==> config.mk <==
export PLATFORM = sky130hd
export DESIGN_NAME = neuron_seq_ctrl_flat
export DESIGN_NICKNAME = d
export VERILOG_FILES = /design/src/rtl/neuron_seq_ctrl_if.sv /design/src/rtl/neuron_seq_ctrl.sv /design/src/flat_wrapper.sv
export SDC_FILE = /design/constraint.sdc
export NUM_CORES = 1
export LEC_CHECK = 0
export CAP_MARGIN = 25
export CORE_MARGIN = 2
export CORE_UTILIZATION = 39
export DETAILED_ROUTE_END_ITERATION = 6
export PLACE_DENSITY = 0.71
export SLEW_MARGIN = 20
export SYNTH_ARGS = -nofsm -noshare
export SYNTH_HDL_FRONTEND = slang
export SYNTH_SLANG_ARGS = --single-unit
==> constraint.sdc <==
create_clock -name clk -period 4.4 [get_ports clk]
set_input_delay 0.88 -clock clk [delete_from_list [all_inputs] [get_ports clk]]
set_output_delay 0.88 -clock clk [all_outputs]
set_load 0.05 [all_outputs]
==> src/rtl/neuron_seq_ctrl_if.sv <==
// Handshake and datapath-control bundle between the neuron sequencer,
// the layer scheduler, the pixel/weight RAMs and the MAC/ACC/sigmoid datapath.
interface neuron_seq_ctrl_if #(
   parameter int unsigned ADDR_W = 6
);
   logic              start;
   logic              busy;
   logic              done;
   logic              rd_en;
   logic [ADDR_W-1:0] chunk_addr;
   logic              acc_clr;
   logic              acc_en;
   logic [7:0]        sig_in;
   logic [7:0]        result;
   logic              result_valid;

   modport master (
      input  start, sig_in,
      output busy, done, rd_en, chunk_addr, acc_clr, acc_en, result, result_valid
   );

   modport slave (
      output start, sig_in,
      input  busy, done, rd_en, chunk_addr, acc_clr, acc_en, result, result_valid
   );
endinterface

==> src/rtl/neuron_seq_ctrl.sv <==
// Single-neuron sequencer: clears the accumulator, streams N_CHUNKS RAM beats,
// qualifies accumulation after PIPE_LAT cycles and captures the sigmoid output.
module neuron_seq_ctrl #(
   parameter int unsigned N_CHUNKS = 49,
   parameter int unsigned ADDR_W   = 6,
   parameter int unsigned PIPE_LAT = 2
) (
   input  logic               clk,
   input  logic               reset,
   neuron_seq_ctrl_if.master  bus
);

   typedef enum logic [2:0] {
      IDLE,
      CLR,
      FEED,
      DRAIN,
      CAPTURE,
      DONE
   } state_t;

   localparam logic [ADDR_W-1:0] LAST_BEAT = ADDR_W'(N_CHUNKS - 1);
   localparam logic [ADDR_W-1:0] BEAT_ONE  = ADDR_W'(1);

   state_t              state, state_nxt;
   logic [ADDR_W-1:0]   beat, beat_nxt;
   logic [PIPE_LAT-1:0] acc_dly, acc_dly_nxt;
   logic [7:0]          result_q, result_nxt;
   logic                valid_q, valid_nxt;

   logic rd_en;
   logic acc_clr;
   logic busy;
   logic done;
   logic last_beat;
   logic drain_empty;

   always_ff @(posedge clk) begin
      if (!reset) begin
         state    <= IDLE;
         beat     <= '0;
         acc_dly  <= '0;
         result_q <= '0;
         valid_q  <= 1'b0;
      end else begin
         state    <= state_nxt;
         beat     <= beat_nxt;
         acc_dly  <= acc_dly_nxt;
         result_q <= result_nxt;
         valid_q  <= valid_nxt;
      end
   end

   always_comb begin
      state_nxt  = state;
      beat_nxt   = beat;
      result_nxt = result_q;
      valid_nxt  = valid_q;
      rd_en      = 1'b0;
      acc_clr    = 1'b0;
      busy       = 1'b0;
      done       = 1'b0;

      last_beat   = (beat == LAST_BEAT);
      // DRAIN ends once only the final stage can still hold a pending beat,
      // so CAPTURE lands on the cycle right after the last acc_en.
      drain_empty = (PIPE_LAT'({acc_dly, 1'b0}) == '0);

      case (state)
         IDLE: begin
            if (bus.start) begin
               state_nxt = CLR;
               beat_nxt  = '0;
               valid_nxt = 1'b0;
            end
         end
         CLR: begin
            busy      = 1'b1;
            acc_clr   = 1'b1;
            state_nxt = FEED;
         end
         FEED: begin
            busy  = 1'b1;
            rd_en = 1'b1;
            if (last_beat) begin
               state_nxt = DRAIN;
            end else begin
               beat_nxt = beat + BEAT_ONE;
            end
         end
         DRAIN: begin
            busy = 1'b1;
            if (drain_empty) begin
               state_nxt = CAPTURE;
            end
         end
         CAPTURE: begin
            busy       = 1'b1;
            result_nxt = bus.sig_in;
            valid_nxt  = 1'b1;
            state_nxt  = DONE;
         end
         DONE: begin
            done      = 1'b1;
            state_nxt = IDLE;
         end
         default: begin
            state_nxt = IDLE;
         end
      endcase

      acc_dly_nxt = PIPE_LAT'({acc_dly, rd_en});
   end

   assign bus.busy         = busy;
   assign bus.done         = done;
   assign bus.rd_en        = rd_en;
   assign bus.chunk_addr   = beat;
   assign bus.acc_clr      = acc_clr;
   assign bus.acc_en       = acc_dly[PIPE_LAT-1];
   assign bus.result       = result_q;
   assign bus.result_valid = valid_q;

endmodule
==> src/flat_wrapper.sv <==
// flat-port wrapper written by rule: the top's interface ports become plain ports
module neuron_seq_ctrl_flat 
#(
   parameter int unsigned N_CHUNKS = 49,
   parameter int unsigned ADDR_W   = 6,
   parameter int unsigned PIPE_LAT = 2
)
  (clk, reset, bus_start, bus_sig_in, bus_busy, bus_done, bus_rd_en, bus_chunk_addr, bus_acc_clr, bus_acc_en, bus_result, bus_result_valid);
  neuron_seq_ctrl_if #(.ADDR_W(ADDR_W)) bus_i ();
  input  logic clk;
  input  logic reset;
  input wire logic [$bits(bus_i.start)-1:0] bus_start;
  input wire logic [$bits(bus_i.sig_in)-1:0] bus_sig_in;
  output wire logic [$bits(bus_i.busy)-1:0] bus_busy;
  output wire logic [$bits(bus_i.done)-1:0] bus_done;
  output wire logic [$bits(bus_i.rd_en)-1:0] bus_rd_en;
  output wire logic [$bits(bus_i.chunk_addr)-1:0] bus_chunk_addr;
  output wire logic [$bits(bus_i.acc_clr)-1:0] bus_acc_clr;
  output wire logic [$bits(bus_i.acc_en)-1:0] bus_acc_en;
  output wire logic [$bits(bus_i.result)-1:0] bus_result;
  output wire logic [$bits(bus_i.result_valid)-1:0] bus_result_valid;
  assign bus_i.start = bus_start;
  assign bus_i.sig_in = bus_sig_in;
  assign bus_busy = bus_i.busy;
  assign bus_done = bus_i.done;
  assign bus_rd_en = bus_i.rd_en;
  assign bus_chunk_addr = bus_i.chunk_addr;
  assign bus_acc_clr = bus_i.acc_clr;
  assign bus_acc_en = bus_i.acc_en;
  assign bus_result = bus_i.result;
  assign bus_result_valid = bus_i.result_valid;
  neuron_seq_ctrl #(.N_CHUNKS(N_CHUNKS), .ADDR_W(ADDR_W), .PIPE_LAT(PIPE_LAT)) u_core (.clk(clk), .reset(reset), .bus(bus_i));
endmodule
-- Word level (Yosys, flattened, before mapping)
Cells that the tools add are included.
- logic and storage cells: 36
- latch bits: 0
- bits in registers: 20
- output and inout port bits: 20
- RAM bits: 0
- input bits: 11
- memories: 0
- bits in read-only memories: 0
- mux-type cells: 13
- multipliers: 0
- reductions and logical operators: 7
- shift operators: 0
- div/mod/pow operators: 0
- eq/ne operators: 10
- order comparisons: 0
- bitwise gates (word level): 0
- $add $sub $neg: 1
- operators by type and width (operator ; count):
    $pmux W3 S5 ; 1
    $mux W6 ; 2
    $pmux W6 S2 ; 1
    $mux W3 ; 3
    $add A6 B1 Y6 const B ; 1
    $eq A3 B2 Y1 const B ; 2
    $eq A3 B3 Y1 const B ; 2
    $eq A6 B6 Y1 const B ; 1
    $ne A2 B2 Y1 const B ; 3
    $reduce_and A3 Y1 ; 2
    $mux W1 ; 5
    $reduce_bool A2 Y1 ; 2
    $reduce_or A4 Y1 ; 1
    $eq A3 B1 Y1 const B ; 1
    $logic_not A3 Y1 ; 1
    $ne A2 B1 Y1 const B ; 1
    $pmux W1 S2 ; 1
    $reduce_and A2 Y1 ; 1

-- Depth between registers and ports, before layout
Gate-level depths: netlist (run 1).
- depth in word-level cells: 3
- gate-level depth with buffers: 6
- depth with buffers taken out: 5

-- Least setup slack after synthesis (run 1)
Ideal clock, no wire load.
- path type: register to output
- start: register u_core.state[0]
- end: output bus_acc_clr
- stages on the path, launching flop included: 3
- data arrival time: 1.742 ns
- required time: 3.520 ns
- path buffers: 1
- path slack: 1.778 ns
- path through: dfxtp_1 clkbuf_1 nor3b_1
- longest elaborated chain between the ends: 2
- RTL lines (element ; RTL line ; source):
    from (decl) ; neuron_seq_ctrl.sv:25 ; state_t state, state_nxt;
    from (signal assigned) ; neuron_seq_ctrl.sv:46 ; state <= state_nxt;
    $eq A3 B1 Y1 ; neuron_seq_ctrl.sv:69 ; case (state)
    $mux W1 ; neuron_seq_ctrl.sv:69 ;
    to (decl) ; flat_wrapper.sv:18 ; output wire logic [$bits(bus_i.acc_clr)-1:0] bus_acc_clr;
Every way passes these cells.

-- Worst setup path after layout (run 1)
- start: register u_core.state[0]
- end: output bus_busy
- longest elaborated chain between the ends: 3
- RTL lines (element ; RTL line ; source):
    $eq A3 B1 Y1 (tied with other cells) ; neuron_seq_ctrl.sv:69 ;
    $reduce_or A4 Y1 (no line) (*) ; -- ;
    $mux W1 (*) ; neuron_seq_ctrl.sv:69 ;
    to (decl) ; flat_wrapper.sv:14 ; output wire logic [$bits(bus_i.busy)-1:0] bus_busy;
Every way passes the cells marked *; elsewhere a longest branch is shown, timed or not.

==> results of run 1 <==
## logic make-up after synthesis
kind of cell,count (synthesis)
and+or+nand+nor,45
AOI/OAI and AO/OA,22
DFF,20
buffers and inverters,11
xor gates and xnor gates,2
adders and majority gates,2
## worst paths after layout
kind	from	endpoint	cells past startpoint
worst max-delay path	u_core.state[0]	bus_busy	3
worst min-delay path	u_core.bus.result[0]	u_core.bus.result[0]	2
worst max register to register	u_core.bus.chunk_addr[0]	u_core.bus.chunk_addr[4]	5
worst min register to register	u_core.bus.result[0]	u_core.bus.result[0]	2
## critical path, cell delays in order, from the launching register on
cell and delay (ns):
sky130_fd_sc_hd__dfxtp_1 0.42, sky130_fd_sc_hd__nor2_1 0.31, sky130_fd_sc_hd__xnor2_1 0.15, sky130_fd_sc_hd__clkdlybuf4s50_1 0.81
## cell type report
cell class                 count  area (µm²)
sequential                    20       400.4
fill                         204       934.6
inverter                       4       15.01
clock buffer                   3       22.52
multi-input combinational     71       445.4
tap                           28       35.03
clock inverter                 1       30.03
timing repair buffer          31       307.8
## power by group through the flow
stage          Combinational [mW]  Clock, mW  Sequential [mW]
4_1_cts                    0.0772      0.154            0.196
3_3_place_gp               0.0763          0            0.200
2_1_floorplan              0.0431          0            0.206
3_5_place_dp               0.0770          0            0.200
5_1_grt                    0.0823      0.159            0.198
6_report                   0.0766      0.149            0.197
## registers in the layout, summed over array words and instances (netlist names)
signal                   cells
u_core.state                 3
u_core.bus.chunk_addr        6
u_core.bus.result_valid      1
u_core.bus.result            8
u_core.acc_dly               2
## cells in the final DEF, fill, tap and decap left out, types with 2 or more instances in the layout
master and n:
sky130_fd_sc_hd__clkdlybuf4s50_1 30, sky130_fd_sc_hd__nand2_1 22, sky130_fd_sc_hd__dfxtp_1 20, sky130_fd_sc_hd__a21boi_0 8, sky130_fd_sc_hd__inv_1 4, sky130_fd_sc_hd__nor3b_1 4, sky130_fd_sc_hd__nor2_1 3, sky130_fd_sc_hd__nor2b_1 3
sky130_fd_sc_hd__clkbuf_4 3, sky130_fd_sc_hd__and2_1 2, sky130_fd_sc_hd__nor4bb_1 2, sky130_fd_sc_hd__nand3_1 2, sky130_fd_sc_hd__o41ai_1 2, sky130_fd_sc_hd__a31oi_1 2, sky130_fd_sc_hd__o21ai_0 2, sky130_fd_sc_hd__a21oi_1 2
sky130_fd_sc_hd__ha_1 2
## layer usage
metal | part of all wire, % | track usage (%) | vias up
met3 | 7.3 | 5.460 | 0
met1 | 44 | 18.68 | 400
met2 | 48 | 28.06 | 28
met4 | 0 | 4.386 | 0
met5 | 0 | 0 | -
li1 | - | - | 412
==> run_results.csv, run 1 <==
group,metric,value,unit
timing,final.min_clock_period,2.873,ns
floorplan,dieHeight,51.96,µm
clocking,clock_latency_of_the_later_clocked_register_in_the_worst_skew_pair,0.30,ns
setup_path,worst-endpoint-required,3.52,ns
power_and_ir_drop,comb_pwr_share,18.1,%
hold_path,hold_path.class,"reg -> reg",
power_and_ir_drop,net_switching_power_figure,0.1106,mW
timing,fmax,348.1,MHz
synthesis,synth_area_in_compound_gates,18.13,%
synthesis,synthesis.area_per_instance,8.795,µm²
synthesis,synth_warnings,0,
clocking,cts-root-buf,"sky130_fd_sc_hd__clkbuf_4",
placed_design,preCtsSetupSlack,1.799,ns
grt,grt_pass1_wl,3305,µm
layout,final_design_area_excluding_fillers,1256,µm²
clocking,numCtsBuffers,3,
clocking,cts_tree,"built",
drt,drcViolationCount,0,
layout,area.growth.synth_to_final,40.03,%
timing,fin_skew,0.008743,ns
timing,final.setup.worst_slack,1.527,ns
synthesis,post_synth_mux_area_share,0,%
synthesis,syn-cell-area,897.1,µm²
timing,slew_headroom,53.33,%
floorplan,fp.coreArea,2191,µm²
placed_design,hpwlAfterDp,1457,µm
drt,dr_total_vias,840,
layout,final_layout_size_suffix_gt1_share,4.615,%
power_and_ir_drop,pwr-share-seq,46.6,%
power_and_ir_drop,p_int,0.3115,mW
synthesis,post_synth_and_or_nand_nor_area_fraction,26.78,%
power_and_ir_drop,power_switching_share,26.21,%
synthesis,post-synth-top-count-cell,"sky130_fd_sc_hd__nand2_1",
timing,slew_violations,0,
job,max_capacitance_violation_count,0,
floorplan,design.die.area,2700,µm²
power_and_ir_drop,worst_ir_drop_on_vdd,0.1900,mV
drt,ant_nets,0,
clocking,cts_repair_resize_count,0,
layout,final_cell_count_no_fill,158,
timing,rsz_0062_raised_after_global_routing,"false",
grt,antenna_found_initial,0,
timing,tightest_slew,0.6910,ns
floorplan,placement_rows,17,
grt,grt_pass1_vias,805,
timing,final.hold.worst_slack,0.4774,ns
synthesis,ys_top_cells_by_count,"sky130_fd_sc_hd__nand2_1, sky130_fd_sc_hd__dfxtp_1, sky130_fd_sc_hd__a21boi_0",
drt,detailed_route_wire_length_per_cell,12.57,µm
clocking,clock_sink_count,20,
floorplan,pin_count,31,
drt,dr.first_iter.drc_count,18,
power_and_ir_drop,pwr-share-clk,35.3,%
synthesis,yosys.area_share.xor_xnor,1.953,%
synthesis,ys_seq_elements,20,
layout,finalNetCount,144,
synthesis,yosys_most_used_dff,"sky130_fd_sc_hd__dfxtp_1",
placed_design,buffers_on_ports,30,
synthesis,syn-instance-count,102,
setup_path,critical_path_peak_fanout,11,
synthesis,ys_async_sr_fraction,0,%
setup_path,r2r_setup_slack,2.54,ns
drt,drt_pre_antenna_iters,4,
power_and_ir_drop,power-per-cell-area,336.0,nW/µm²
placed_design,place.detailed.instances,154,
synthesis,synth.top_cell.area_share,44.63,%
status,status,"completed",
grt,grt_max_degree,16,
grt,grt.total_usage,16.14,%
synthesis,synth_top_family_by_area,"simple AND/OR/NAND/NOR gates",
power_and_ir_drop,p_leak,0.4397,nW
timing,final_min_period_over_clock_period,65.29,%
drt,wirelength,1986,µm
floorplan,die_w,51.96,µm
setup_path,worstPathArrival,1.99,ns
setup_path,critical_path.startpoint_type,"register",
clocking,post-cts-setup-buffers,0,
placed_design,finalWeightedCongestion,0.7339,
synthesis,synth_edf_count,0,
timing,timing_hold_violations_final,0,
synthesis,yosys-top-cells-area,"sky130_fd_sc_hd__dfxtp_1, sky130_fd_sc_hd__nand2_1, sky130_fd_sc_hd__a21boi_0, sky130_fd_sc_hd__nor3b_1, sky130_fd_sc_hd__ha_1",
timing,timing.setup.tns,0,ns
setup_path,cp-end-kind,"output port",
timing,finalSetupViolCount,0,
power_and_ir_drop,total_power,0.4221,mW
drt,via_per_inst,5.316,
layout,diodes,0,
setup_path,critPathKind,"reg -> out",
placed_design,post_dp_cell_area,1204,µm²
layout,final_util,57.34,%
synthesis,synth_fp_nets,115,
synthesis,netlist.top_cell.by_area,"sky130_fd_sc_hd__dfxtp_1",
clocking,clock_tree.buffer_depth,2,
synthesis,sequential_share_of_the_synthesized_area,44.63,%
clocking,clk_transition_reported_paths,0.12,ns
synthesis,synthAdderAreaFrac,2.789,%
clocking,h-tree-depth,1,
clocking,ctsHoldBuffers,0,
synthesis,netlist-cell-type-count,33,
grt,globalRoute.totalOverflow,0,
floorplan,starting_utilization_of_the_core_area,40.95,%
Note: power is estimated with default switching activity, not from simulation.
==> run 2, diff against run 1 <==
- PLACE_DENSITY: 0.71 -> 0.73
- clock period: 4.4 -> 2.3 ns (I/O delays scaled with it)
==> run 2 against run 1 <==
  * Clock skew shrank 0.0045 ns
  * Count of clock-buffer cells in the layout is the same
  * Non-clock buffer count up 1
  * First-iteration DRC count shrank 39%
  * Design area fell by 0.20%
  * Critical path type unchanged
  * Highest routed layer unchanged
==> run_results.csv, run 2 (synthesis results as in run 1) <==
group,metric,value,unit
drt,drcViolationCount,0,
layout,area.growth.synth_to_final,39.75,%
drt,detailed_route_wire_length_per_cell,12.29,µm
clocking,post-cts-setup-buffers,0,
layout,final_cell_count_no_fill,159,
timing,timing_hold_violations_final,0,
grt,grt_pass1_wl,3450,µm
clocking,clock_latency_of_the_later_clocked_register_in_the_worst_skew_pair,0.29,ns
clocking,ctsHoldBuffers,0,
setup_path,critical_path_peak_fanout,7,
setup_path,crit_path_max_incr_delay,0.84,ns
layout,layout.cells.most_common_list,"sky130_fd_sc_hd__clkdlybuf4s50_1, sky130_fd_sc_hd__nand2_1, sky130_fd_sc_hd__dfxtp_1",
clocking,cts_tree,"built",
setup_path,crit_path_top_delay_cell,"sky130_fd_sc_hd__clkdlybuf4s50_1",
clocking,cts_repair_resize_count,0,
power_and_ir_drop,p_int,0.5943,mW
timing,tightest_slew,0.6442,ns
layout,final_layout_size_suffix_gt1_share,8.397,%
grt,antenna_found_initial,0,
layout,largest_register_ffs,8,
power_and_ir_drop,pwr-share-seq,46.6,%
drt,wirelength,1954,µm
timing,final.setup.worst_slack,0.2582,ns
timing,timing.setup.tns,0,ns
clocking,clk_transition_reported_paths,0.12,ns
grt,globalRoute.totalOverflow,0,
placed_design,place.detailed.instances,155,
clocking,clock_tree.buffer_depth,2,
job,max_capacitance_violation_count,0,
grt,grt_pass1_vias,753,
power_and_ir_drop,power_switching_share,26.40,%
floorplan,die_w,51.96,µm
placed_design,finalWeightedCongestion,0.7034,
placed_design,preCtsSetupSlack,0.3841,ns
clocking,clock_sink_count,20,
timing,fmax,489.8,MHz
power_and_ir_drop,power-per-cell-area,644.1,nW/µm²
floorplan,fp.coreArea,2191,µm²
drt,ant_nets,0,
setup_path,worst-path-stages,1,
floorplan,starting_utilization_of_the_core_area,40.95,%
clocking,h-tree-depth,1,
power_and_ir_drop,p_leak,0.4513,nW
setup_path,critPathKind,"reg -> out",
layout,finalNetCount,145,
timing,slew_headroom,56.49,%
setup_path,worst-endpoint-required,1.84,ns
layout,final_common_cell,"sky130_fd_sc_hd__clkdlybuf4s50_1",
drt,dr.first_iter.drc_count,11,
placed_design,buffers_on_ports,30,
setup_path,cp_cell_sequence,"clkdlybuf4s50_1",
setup_path,critical_path.startpoint_type,"register",
timing,fin_skew,0.004292,ns
power_and_ir_drop,comb_pwr_share,18.2,%
grt,grt.total_usage,16.67,%
timing,rsz_0062_raised_after_global_routing,"false",
setup_path,reg2regPathDepth,5,
timing,finalSetupViolCount,0,
floorplan,design.die.area,2700,µm²
timing,final.min_clock_period,2.042,ns
setup_path,timing.critical_path.buf_inv,1,
setup_path,worstPathArrival,1.58,ns
setup_path,critical-path-top-delay-family,"buffers and inverters",
floorplan,dieHeight,51.96,µm
clocking,cts-root-buf,"sky130_fd_sc_hd__clkbuf_4",
clocking,numCtsBuffers,3,
power_and_ir_drop,total_power,0.8075,mW
hold_path,hold_path.class,"reg -> reg",
placed_design,hpwlAfterDp,1418,µm
drt,dr_total_vias,803,
floorplan,pin_count,31,
timing,final.hold.worst_slack,0.4699,ns
status,status,"completed",
timing,slew_violations,0,
setup_path,cp-end-kind,"output port",
drt,via_per_inst,5.050,
timing,final_min_period_over_clock_period,88.78,%
hold_path,worstHoldPathCells,2,
drt,drt_pre_antenna_iters,3,
power_and_ir_drop,net_switching_power_figure,0.2132,mW
power_and_ir_drop,worst_ir_drop_on_vdd,0.4653,mV
power_and_ir_drop,pwr-share-clk,35.2,%
floorplan,placement_rows,17,
grt,grt_max_degree,15,
layout,diodes,0,
run 2: cell types whose count changed in the layout (fill, tap and decap cells not counted):
| cell | before | now |
|---|---|---|
| sky130_fd_sc_hd__buf_4 | 1 | 6 |
| sky130_fd_sc_hd__clkdlybuf4s50_1 | 30 | 26 |
run 2: cell type report:
type | count | area (µm²)
fillers | 189 | 937.1
inverters | 4 | 15.01
clock buffers | 3 | 22.52
well taps | 28 | 35.03
repair buffers | 32 | 305.3
flip-flops and latches | 20 | 400.4
multi-input cells | 71 | 445.4
clock inverters | 1 | 30.03
run 2: metal layers:
layer  part of all wire (%)  track usage (%)  vias to the layer above
li1                       -                -                      414
met1                     47            20.79                      368
met2                     47            29.32                       21
met3                    5.8            4.885                        0
met4                      0            1.316                        0
met5                      0                0                        -
run 2: worst paths after layout:
kind                                 start                       end  slack [ns]
hold reg to reg       u_core.bus.result[4]      u_core.bus.result[4]        0.47
setup reg to reg  u_core.bus.chunk_addr[0]  u_core.bus.chunk_addr[4]        0.48
hold / removal        u_core.bus.result[4]      u_core.bus.result[4]        0.47
setup / recovery  u_core.bus.chunk_addr[2]         bus_chunk_addr[2]        0.26
run 2: metrics by stage:
step,cell area (µm²),utilization (%)
global placement,1201,54.83
finish,1254,57.22
global route,1254,57.22
CTS,1254,57.22
floorplan,897.1,-
detailed placement,1201,54.83
run 2: power groups by stage:
stage	combinational [mW]	clock (mW)	sequential [mW]
after floorplan	0.0824	0	0.393
after global placement	0.146	0	0.383
after detailed placement	0.147	0	0.384
after CTS	0.148	0.291	0.376
after global routing	0.158	0.307	0.379
final	0.147	0.284	0.376
